$ cat config.mk
export PLATFORM = sky130hd
export DESIGN_NAME = freq_meter
export DESIGN_NICKNAME = d
export VERILOG_FILES = /design/src/rtl/freq_meter_pkg.sv /design/src/rtl/freq_meter_sync.sv /design/src/rtl/freq_meter.sv
export SDC_FILE = /design/constraint.sdc
export NUM_CORES = 1
export LEC_CHECK = 0
export ABC_CLOCK_PERIOD_IN_PS = 4900
export BUFFER_PORTS_ARGS = -buffer_cell sky130_fd_sc_hd__buf_4
export CORE_AREA = 2 2 115 117
export CTS_BUF_LIST = sky130_fd_sc_hd__clkbuf_2
export CTS_CLUSTER_SIZE = 24
export DETAILED_ROUTE_END_ITERATION = 8
export DIE_AREA = 0 0 117 119
export HOLD_SLACK_MARGIN = 0.08
export MAX_ROUTING_LAYER = met4
export PLACE_DENSITY = 0.5
export SETUP_SLACK_MARGIN = 0.2
export SLEW_MARGIN = 20
export SYNTH_ARGS = -nofsm -noshare
export SYNTH_HDL_FRONTEND = slang
export SYNTH_SLANG_ARGS = --single-unit
$ cat constraint.sdc
create_clock -name clock -period 4.9 [get_ports clock]
set_clock_uncertainty 0.2 [all_clocks]
set_input_delay 0.245 -clock clock [delete_from_list [all_inputs] [get_ports clock]]
set_output_delay 0.245 -clock clock [all_outputs]
set_load 0.02 [all_outputs]
$ cat src/rtl/freq_meter_pkg.sv
// -----------------------------------------------------------------------------
// freq_meter_pkg
// Shared types and constants for the frequency meter.
//   state_t    : measurement FSM states (IDLE, GATE)
//   DEF_CNT_W  : default edge/gate counter width
//   CLK_HZ     : nominal reference clock frequency
//   GATE_1S    : gate length giving a count in Hz at CLK_HZ
//   GATE_10MS  : short gate (count in units of 100 Hz)
// -----------------------------------------------------------------------------
package freq_meter_pkg;

  typedef enum logic {
    IDLE = 1'b0,
    GATE = 1'b1
  } state_t;

  localparam int DEF_CNT_W = 26;
  localparam int CLK_HZ    = 60000000;
  localparam int GATE_1S   = 60000000;
  localparam int GATE_10MS = 600000;

  function automatic int max_int(input int a, input int b);
    return (a > b) ? a : b;
  endfunction

endpackage

$ cat src/rtl/freq_meter_sync.sv
// -----------------------------------------------------------------------------
// freq_meter_sync
// Brings the asynchronous measured signal into the clock domain and detects
// its rising edges.
//   clock  : reference clock
//   reset  : asynchronous, active-low
//   sig_in : measured signal, asynchronous to clock
//   prime  : high while the meter is idle; suppresses rise
//   rise   : one-cycle pulse per synchronized rising edge
// -----------------------------------------------------------------------------
module freq_meter_sync #(
  parameter int SYNC_STAGES = 2
) (
  input  logic clock,
  input  logic reset,
  input  logic sig_in,
  input  logic prime,
  output logic rise
);

  logic [SYNC_STAGES-1:0] sync_q;
  logic                   hist_q;

  // NOTE: every flop here, history included, is reset so a released block
  // never sees a stale level that could fake an edge.
  always_ff @(posedge clock or negedge reset) begin
    if (!reset) begin
      sync_q <= '0;
      hist_q <= 1'b0;
    end else begin
      // NOTE: non-blocking assignments make the chain shift one stage per
      // clock regardless of statement order.
      sync_q <= {sync_q[SYNC_STAGES-2:0], sig_in};
      hist_q <= sync_q[SYNC_STAGES-1];
    end
  end

  // History tracks the synchronized level every cycle, so on the first GATE
  // cycle it already holds the idle level; an input that was high before the
  // window opened therefore produces no edge. While priming, rise is masked.
  assign rise = sync_q[SYNC_STAGES-1] & ~hist_q & ~prime;

endmodule

$ cat src/rtl/freq_meter.sv
// -----------------------------------------------------------------------------
// freq_meter
// Counts rising edges of sig_in over a window of GATE_CYCLES reference clocks
// and reports the count once per window; windows run back to back while en=1.
//   clock        : reference clock
//   reset        : asynchronous, active-low
//   en           : measurement enable
//   sig_in       : measured signal (asynchronous)
//   freq_out     : edge count of the last completed window
//   freq_valid   : one-cycle pulse when freq_out updates
//   freq_ovf     : last completed window saturated the edge counter
//   busy         : window in progress
//   period_out   : clocks between the last two rising edges
//   period_valid : one-cycle pulse when period_out updates
// Build option: FREQ_METER_PERIOD_EN enables the period counter; otherwise
// period_out/period_valid are tied to 0.
// -----------------------------------------------------------------------------
module freq_meter
  import freq_meter_pkg::*;
#(
  parameter int CNT_W       = DEF_CNT_W,
  parameter int GATE_CYCLES = GATE_1S,
  parameter int SYNC_STAGES = 2
) (
  input  logic             clock,
  input  logic             reset,
  input  logic             en,
  input  logic             sig_in,
  output logic [CNT_W-1:0] freq_out,
  output logic             freq_valid,
  output logic             freq_ovf,
  output logic             busy,
  output logic [CNT_W-1:0] period_out,
  output logic             period_valid
);

  // The gate counter is never narrower than CNT_W, but widens when a small
  // edge counter is paired with a long window.
  localparam int                GATE_W    = max_int(CNT_W, $clog2(GATE_CYCLES));
  localparam logic [GATE_W-1:0] GATE_LAST = GATE_W'(GATE_CYCLES - 1);
  localparam logic [CNT_W-1:0]  CNT_MAX   = '1;

  state_t            state_q, state_d;
  logic [GATE_W-1:0] gate_q;
  logic [CNT_W-1:0]  edge_q, edge_next;
  logic              ovf_q, ovf_next;
  logic              rise, last, in_gate;

  freq_meter_sync #(.SYNC_STAGES(SYNC_STAGES)) u_sync (
    .clock  (clock),
    .reset  (reset),
    .sig_in (sig_in),
    .prime  (state_q == IDLE),
    .rise   (rise)
  );

  assign in_gate = (state_q == GATE);
  assign last    = in_gate && (gate_q == GATE_LAST);
  assign busy    = in_gate;

  // Edge count and flag including this cycle's rise; used both for the
  // running count and for the end-of-window report.
  always_comb begin
    edge_next = edge_q;
    ovf_next  = ovf_q;
    if (rise) begin
      if (edge_q == CNT_MAX) ovf_next  = 1'b1;
      else                   edge_next = edge_q + CNT_W'(1);
    end
  end

  // NOTE: next state gets its default first, so no path leaves it unassigned
  // and no latch is inferred.
  always_comb begin
    state_d = state_q;
    case (state_q)
      IDLE:    if (en)  state_d = GATE;
      GATE:    if (!en) state_d = IDLE;
      default: state_d = IDLE;
    endcase
  end

  always_ff @(posedge clock or negedge reset) begin
    if (!reset) begin
      state_q    <= IDLE;
      gate_q     <= '0;
      edge_q     <= '0;
      ovf_q      <= 1'b0;
      freq_out   <= '0;
      freq_ovf   <= 1'b0;
      freq_valid <= 1'b0;
    end else begin
      state_q    <= state_d;
      freq_valid <= last;
      if (last) begin
        freq_out <= edge_next;
        freq_ovf <= ovf_next;
      end
      // Restart on window end, on disable (window discarded) and in IDLE.
      if (!in_gate || last || !en) begin
        gate_q <= '0;
        edge_q <= '0;
        ovf_q  <= 1'b0;
      end else begin
        gate_q <= gate_q + GATE_W'(1);
        edge_q <= edge_next;
        ovf_q  <= ovf_next;
      end
    end
  end

`ifdef FREQ_METER_PERIOD_EN
  logic [CNT_W-1:0] per_cnt_q;
  logic             seen_q;

  always_ff @(posedge clock or negedge reset) begin
    if (!reset) begin
      per_cnt_q    <= '0;
      seen_q       <= 1'b0;
      period_out   <= '0;
      period_valid <= 1'b0;
    end else if (!in_gate) begin
      per_cnt_q    <= '0;
      seen_q       <= 1'b0;
      period_valid <= 1'b0;
    end else begin
      period_valid <= rise & seen_q;
      if (rise) begin
        per_cnt_q <= '0;
        seen_q    <= 1'b1;
        // The counter holds distance-1 on the rise cycle itself.
        if (seen_q)
          period_out <= (per_cnt_q == CNT_MAX) ? CNT_MAX : per_cnt_q + CNT_W'(1);
      end else if (per_cnt_q != CNT_MAX) begin
        per_cnt_q <= per_cnt_q + CNT_W'(1);
      end
    end
  end
`else
  assign period_out   = '0;
  assign period_valid = 1'b0;
`endif

endmodule

Word level (Yosys, flattened, before mapping). Cells that the tools add are included.

Bits in registers: 85. Input port bits: 4. Output and inout bits: 56.

Add/subtract/negate cells: 2. Equality and inequality tests: 2. Mux-type cells: 8. Bitwise operators: 3. Reductions and logical operators: 5.

Operators with widths (number): 26-bit two-way mux (4); 26-bit by 1-bit adder with 26-bit output, second input constant (2); 26-bit equality test, second input constant (2); 1-bit two-way mux (4); 1-bit AND (2); 1-bit logical NOT (2); 1-bit logical OR (2); 1-bit logical AND (1); 1-bit inverter (1).

Longest topological paths before layout. Gate-level depths: netlist (run 1).

Word-level depth: 5. Gate-level depth with buffers: 8. Gate-level depth less buffers: 6.

Cells and area by module. A second synthesis (run 1) with hierarchy kept.

Cells, all modules: 435. Area total of the unflattened synthesis: 4245.3 sq um.

Modules (own cells, without submodules): freq_meter (instances 1, cells each 431, area each 4157.7 sq um, sequential area each 2052.0 sq um); freq_meter_sync (instances 1, cells each 4, area each 87.6 sq um, sequential area each 75.1 sq um).

Least setup slack after synthesis (run 1). Ideal clock, no wire load.

Path type: reg-to-reg. Start: reg gate_q[0]. End: reg gate_q[17]. Data arrival time: 1829 ps. Slack: 2739 ps. Cell stages (with the launch flop): 9. Buffers on the path: 2. Period minus slack after synthesis: 2161 ps. Path through: dfrtp_1 -> ha_1 -> and4_1 -> and2_1 -> buf_2 -> nand2_1 -> o211ai_1 -> clkbuf_1 -> nor2_1.

Cells in the longest elaborated chain, start to end: 5. Elaborated cells on any way between the ends: 6.

RTL lines: start, declared (line freq_meter.sv:44) `logic [GATE_W-1:0] gate_q;`; start signal, assigned (line freq_meter.sv:105) `gate_q <= gate_q + GATE_W'(1);`; parallel branches: the longest is 4 deep, another holds 26-bit by 1-bit adder with 26-bit output; 26-bit two-way mux (*) (line freq_meter.sv:100) `if (!in_gate || last || !en) begin`.

Mark *: on every way between the ends. A chain may end at the register's enable or synchronous reset.

Worst setup path in the final report (run 1).
Start: reg gate_q[19]. End: reg freq_out[25].

Cells in the longest elaborated chain, start to end: 2.

RTL lines: 26-bit equality test (line freq_meter.sv:58) `assign last = in_gate && (gate_q == GATE_LAST);`; 1-bit logical AND (line freq_meter.sv:58); end signal, assigned (line freq_meter.sv:96) `freq_out <= edge_next;`; end, declared (line freq_meter.sv:29) `output logic [CNT_W-1:0] freq_out,`.

No other way between the ends.

==> results of run 1 <==
-- registers in the layout (all words and copies together) (netlist names) --
register       cells
busy               1
freq_out          26
gate_q            26
freq_ovf           1
u_sync.sync_q      2
ovf_q              1
freq_valid         1
u_sync.hist_q      1
edge_q            26
-- kinds of logic after synthesis --
kind of cell | synth area share [%]
flip-flops | 49.9
adder cells (fa/ha/maj) | 0.587
other | 0.0879
multiplexers | 0.704
AND/OR/NAND/NOR | 25.2
XOR/XNOR | 8.22
AO/OA/AOI/OAI | 8.60
buffers and inverters | 6.75
-- layout make-up --
| class | instances | share of cell area [%] |
|---|---|---|
| flip-flops and latches | 85 | 44.1 |
| multi-input cells | 329 | 40.4 |
| repair buffers | 43 | 7.42 |
| well taps | 176 | 4.56 |
| clock inverters | 7 | 2.02 |
| clock buffers | 9 | 0.934 |
| inverters | 8 | 0.622 |
-- layer usage --
layer	routed length, um	part of all wire, %	vias up	track usage (%)
li1	-	-	1563	-
met3	259	2.8	14	2.39
met2	4440	48	61	22.5
met4	184	2.0	0	5.88
met1	4370	47	1536	19.2
met5	0	0	-	-
-- cell usage after synthesis (7+ instances only) --
library cell / count / area (um^2)
dfrtp_1: 85 / 2130
nor2_1: 57 / 214
nand2_1: 36 / 135
buf_4: 27 / 203
xor2_1: 26 / 228
nand4_1: 22 / 138
o21ai_1: 22 / 110
nand3_1: 20 / 100
xnor2_1: 14 / 123
a21oi_1: 12 / 60.1
clkbuf_1: 12 / 45.0
o211ai_1: 10 / 75.1
or3_1: 10 / 62.6
o21ai_0: 9 / 45.0
and3_1: 7 / 43.8
and4_1: 7 / 61.3
inv_1: 7 / 26.3
-- path summary, 6_finish.rpt --
kind,start,endpoint,cells after the start
min,u_sync.sync_q[0],u_sync.sync_q[1],0
min reg2reg,u_sync.sync_q[0],u_sync.sync_q[1],0
max,gate_q[19],freq_out[25],5
max in group asynchronous,reset,freq_out[7],4
max reg2reg,gate_q[19],freq_out[25],5
min in group asynchronous,reset,edge_q[11],4
-- repair_timing --
item	4_1_cts	5_1_grt
endpoints found under the setup margin	0	0
hold buffers	7	0
hold endpoints to repair	108	0
setup buffers	0	0
-- report_power, final --
group | total, mW | switching, mW | internal (mW)
Sequential | 0.708 | 0.00229 | 0.706
Combinational | 0.0545 | 0.0437 | 0.0108
Clock | 0.430 | 0.260 | 0.170
-- worst max-delay path, stage by stage (launching register included) --
cell and delay, ns:
dfrtp_1 0.49, or4b_1 0.57, nor3_1 0.21, nand4_1 0.77, a21oi_1 0.37, a21oi_1 0.10
==> out/qor.csv, run 1 <==
metric,value,unit
status,"finished, final reports clean",
postSynthAreaPerCell,9.76,um^2
clock_path_buffers,2,
fin_crit_sh,56.9,%
tns,0,ns
layout_setup_ws,2.11,ns
core-area,0.0129,mm^2
gp_congestion,0.844,
crit_required,5.17,ns
cp-end-kind,register,
synth_flop_cell,dfrtp_1,
htreeDepth,3,
dieHeight,119,um
firstDrtPassIters,4,
ctsResizeCount,0,
arrival,3.06,ns
post_synth_num_cell_types,43,
numCtsBuffers,9,
drtAntennaViolNets,0,
placementRows,42,
portBuffers,32,
drtIter0Drc,77,
startpoint_type,register,
mostFrequentLayoutCell,dfrtp_1,
rsz0062_at_grt,false,
dp.cells,634,
crit_fanout,19,
final_cells,657,
max-slew-margin-rel,36.5,%
postSynthCellCount,437,
area_delta_synth_final,13.1,%
cts_tree,yes,
drive_above_1_share,13.5,%
layout_common_cells,"dfrtp_1, nor2_1, nand2_1, buf_4, conb_1",
crit_type,register to register,
dieArea,0.0139,mm^2
detailedPlace.worstSlack,2.14,ns
netlist_area,0.00426,mm^2
cts.sinks,85,
hold_violations,0,
grt_usage,14.6,%
fmax,0.359,GHz
grt_overflow,0,
clkTransAtPathRegs,0.25,ns
grt_pass1_vias,3090,
power.total,1.19,mW
fin_nets,482,
synth_enable_flop_cells,0,
drc_errors,0,
grt_antenna_before_repair,0,
place_area,0.00459,mm^2
irDropWorstVdd,0.0942,mV
leakagePower,2.04,nW
yosysSeqAreaShare,49.9,%
cts_root_buf,clkbuf_2,
grt_pass1_wl,15600,um
diodes,0,
drv_slew,0,
fin_area,0.00482,mm^2
final_core_util,37.5,%
start_util,33.1,%
drv_cap,0,
synthArstFlopShare,100,%
whs,0.185,ns
avgRoutedWirePerCell,14.1,um
worst_pin_slew,0.949,ns
die_w,117,um
detailed_place_hpwl,6380,um
ys_warn_count,0,
route.vias.total,3174,
wl,9250,um
viasPerCell,4.83,
ff2ff_setup_slack,2.11,ns
synth_seq_cells,85,
multiInputGateArea,0.00195,mm^2
pin_count,60,
finalSetupViolCount,0,
powerDensity,247,mW/mm^2
insertion_delay,0.56,ns
hp-class,register to register,
grt_max_degree,44,
seq_area,0.00213,mm^2
fillers,1326,
layout_min_cycle_time,2.79,ns
Note: power is estimated with default switching activity, not from simulation.
==> inputs of run 2 (changes only) <==
--- a/config.mk
+++ b/config.mk
@@ -5,7 +5,7 @@
 export SDC_FILE = /design/constraint.sdc
 export NUM_CORES = 1
 export LEC_CHECK = 0
-export ABC_CLOCK_PERIOD_IN_PS = 4900
+export ABC_CLOCK_PERIOD_IN_PS = 2500
 export BUFFER_PORTS_ARGS = -buffer_cell sky130_fd_sc_hd__buf_4
 export CORE_AREA = 2 2 115 117
 export CTS_BUF_LIST = sky130_fd_sc_hd__clkbuf_2
@@ -14,7 +14,7 @@
 export DIE_AREA = 0 0 117 119
 export HOLD_SLACK_MARGIN = 0.08
 export MAX_ROUTING_LAYER = met4
-export PLACE_DENSITY = 0.5
+export PLACE_DENSITY = 0.51
 export SETUP_SLACK_MARGIN = 0.2
 export SLEW_MARGIN = 20
 export SYNTH_ARGS = -nofsm -noshare
==> constraint.sdc (replaced) <==
create_clock -name clock -period 2.5 [get_ports clock]
set_clock_uncertainty 0.2 [all_clocks]
set_input_delay 0.125 -clock clock [delete_from_list [all_inputs] [get_ports clock]]
set_output_delay 0.125 -clock clock [all_outputs]
set_load 0.02 [all_outputs]
==> out/qor.csv, run 2 (same netlist as run 1, synthesis figures left out) <==
metric,value,unit,change
status,"finished, final reports clean",,
viasPerCell,4.79,,-0.77%
pin_count,60,,unchanged
dieHeight,119,um,unchanged
crit_type,register to register,,
numCtsBuffers,9,,unchanged
dieArea,0.0139,mm^2,unchanged
tns,0,ns,unchanged
startpoint_type,register,,
placementRows,42,,unchanged
cts_tree,yes,,
crit_fanout,5,,-14
start_util,33.1,%,unchanged
drtAntennaViolNets,0,,unchanged
drv_slew,0,,unchanged
drtIter0Drc,153,,+99%
arrival,2.51,ns,-0.55 ns
irDropWorstVdd,0.231,mV,+150%
avgRoutedWirePerCell,14.2,um,+0.99%
slowest_delay,0.49,ns,-0.28 ns
fin_nets,509,,+5.6%
r2r.worst_path.cells,6,,+1
grt_use_met3,4.12,%,+1.7 points
detailed_place_hpwl,6720,um,+5.4%
drive_above_1_share,20.3,%,+6.8 points
cp_slowest_cell,or4_1,,
rr_endpoint,freq_out[14],,
clock_path_buffers,2,,unchanged
fin_crit_sh,88.1,%,+31 points
cp_cell_sequence,"ha_4, nand3_4, nor4_4, nand4_1, or4_1, nand3_1",,
grt_pass1_vias,3177,,+2.8%
path_delay_family,simple AND/OR/NAND/NOR gates,,
grt_overflow,0,,unchanged
grt-busiest-layer,met2,,
crit_required,2.81,ns,-2.36 ns
powerDensity,415,mW/mm^2,+68%
holdCritStartpoint,en,,
hold_violations,0,,unchanged
cp_num_buf_inv,0,,unchanged
clkTransAtPathRegs,0.22,ns,-0.03 ns
grt_antenna_before_repair,0,,unchanged
drv_cap,0,,unchanged
cts.sinks,85,,unchanged
hold_depth,3,,+3
layout_common_cells,"dfrtp_1, buf_4, nor2_1",,
fmax,0.454,GHz,+27%
core-area,0.0129,mm^2,unchanged
cts_root_buf,clkbuf_2,,
final_core_util,39.2,%,+1.7 points
diodes,0,,unchanged
cp-end-kind,register,,
die_w,117,um,unchanged
rsz0062_at_grt,true,,
insertion_delay,0.56,ns,about the same
finalSetupViolCount,0,,unchanged
route.vias.total,3279,,+3.3%
hp-class,input pin to register,,
layout_min_cycle_time,2.20,ns,-0.585 ns
mostFrequentLayoutCell,dfrtp_1,,
grt_usage,15.2,%,+0.58 points
top_regs,"edge_q (26), freq_out (26), gate_q (26)",,
grt_use_met2,23.2,%,+0.69 points
drc_errors,0,,unchanged
firstDrtPassIters,4,,unchanged
ff2ff_setup_slack,0.30,ns,-1.81 ns
r2r-start,edge_q[0],,
htreeDepth,3,,unchanged
area_delta_synth_final,18.3,%,
fillers,1327,,+0.075%
gp_congestion,0.841,,-0.36%
wl,9730,um,+5.1%
portBuffers,32,,unchanged
grt_pass1_wl,15900,um,+2.1%
hold_end,gate_q[6],,
power.total,2.09,mW,+76%
leakagePower,2.17,nW,+6.3%
met1_usage,19.5,%,+0.23 points
grt_max_degree,48,,+9.1%
## run 2: worst max path at each step
stage,startpoint,endpoint,slack [ns],depth (start not counted)
after global placement,edge_q[4],freq_out[1],0.22,5
after global routing,gate_q[0],gate_q[21],0.18,8
after floorplan,gate_q[0],gate_q[17],0.34,8
after detailed placement,edge_q[4],freq_out[1],0.18,5
after CTS,edge_q[0],freq_out[18],0.20,6
final,edge_q[0],freq_out[14],0.30,6
## run 2: power by group
group | internal [mW] | switching, mW | leakage (nW) | total, mW
Clock | 0.140 | 0.448 | 0.0610 | 0.588
Sequential | 1.38 | 0.00309 | 1.17 | 1.39
Combinational | 0.0311 | 0.0902 | 0.939 | 0.121
## run 2: timing repair
item                       CTS  global route
gates cloned                 0             1
hold buffers                 7             0
setup endpoints to repair   13            77
pin swaps                    0             6
gates resized for setup      2            16
hold endpoints to repair   140             0
buffers inserted             0            11
## run 2: area by class of cell
type                       count  area, um^2  area share (%)
multi-input combinational    329        2000            39.7
clock inverter                 3        12.5           0.248
sequential                    85        2130            42.3
tap                          176         220            4.36
clock buffer                  13        65.1            1.29
timing repair buffer          70         583            11.6
inverter                       8        30.0           0.595
## run 2: per-layer routing
metal / vias to the layer above / wire length (um)
li1: 1617 / -
met1: 1591 / 4490
met2: 58 / 4730
met3: 13 / 363
met4: 0 / 145
met5: - / 0
## run 2: worst reg2reg max path, cell delays in order, from the launching register on
cell and delay, ns:
dfrtp_1 0.46, ha_4 0.18, nand3_4 0.11, nor4_4 0.43, nand4_1 0.21, or4_1 0.49
nand3_1 0.09
## run 2: per-stage QoR
| step | hold slack [ns] | worst slack, ns | cells | cell area (um^2) |
|---|---|---|---|---|
| 2_1_floorplan | -0.371 | 0.339 | 463 | 4360 |
| 3_3_place_gp | -0.0637 | 0.218 | 649 | 4730 |
| 3_5_place_dp | -0.0578 | 0.175 | 649 | 4730 |
| 4_1_cts | 0.101 | 0.201 | 672 | 4900 |
| 5_1_grt | 0.0945 | 0.185 | 684 | 5050 |
| 6_report | 0.161 | 0.297 | 684 | 5050 |
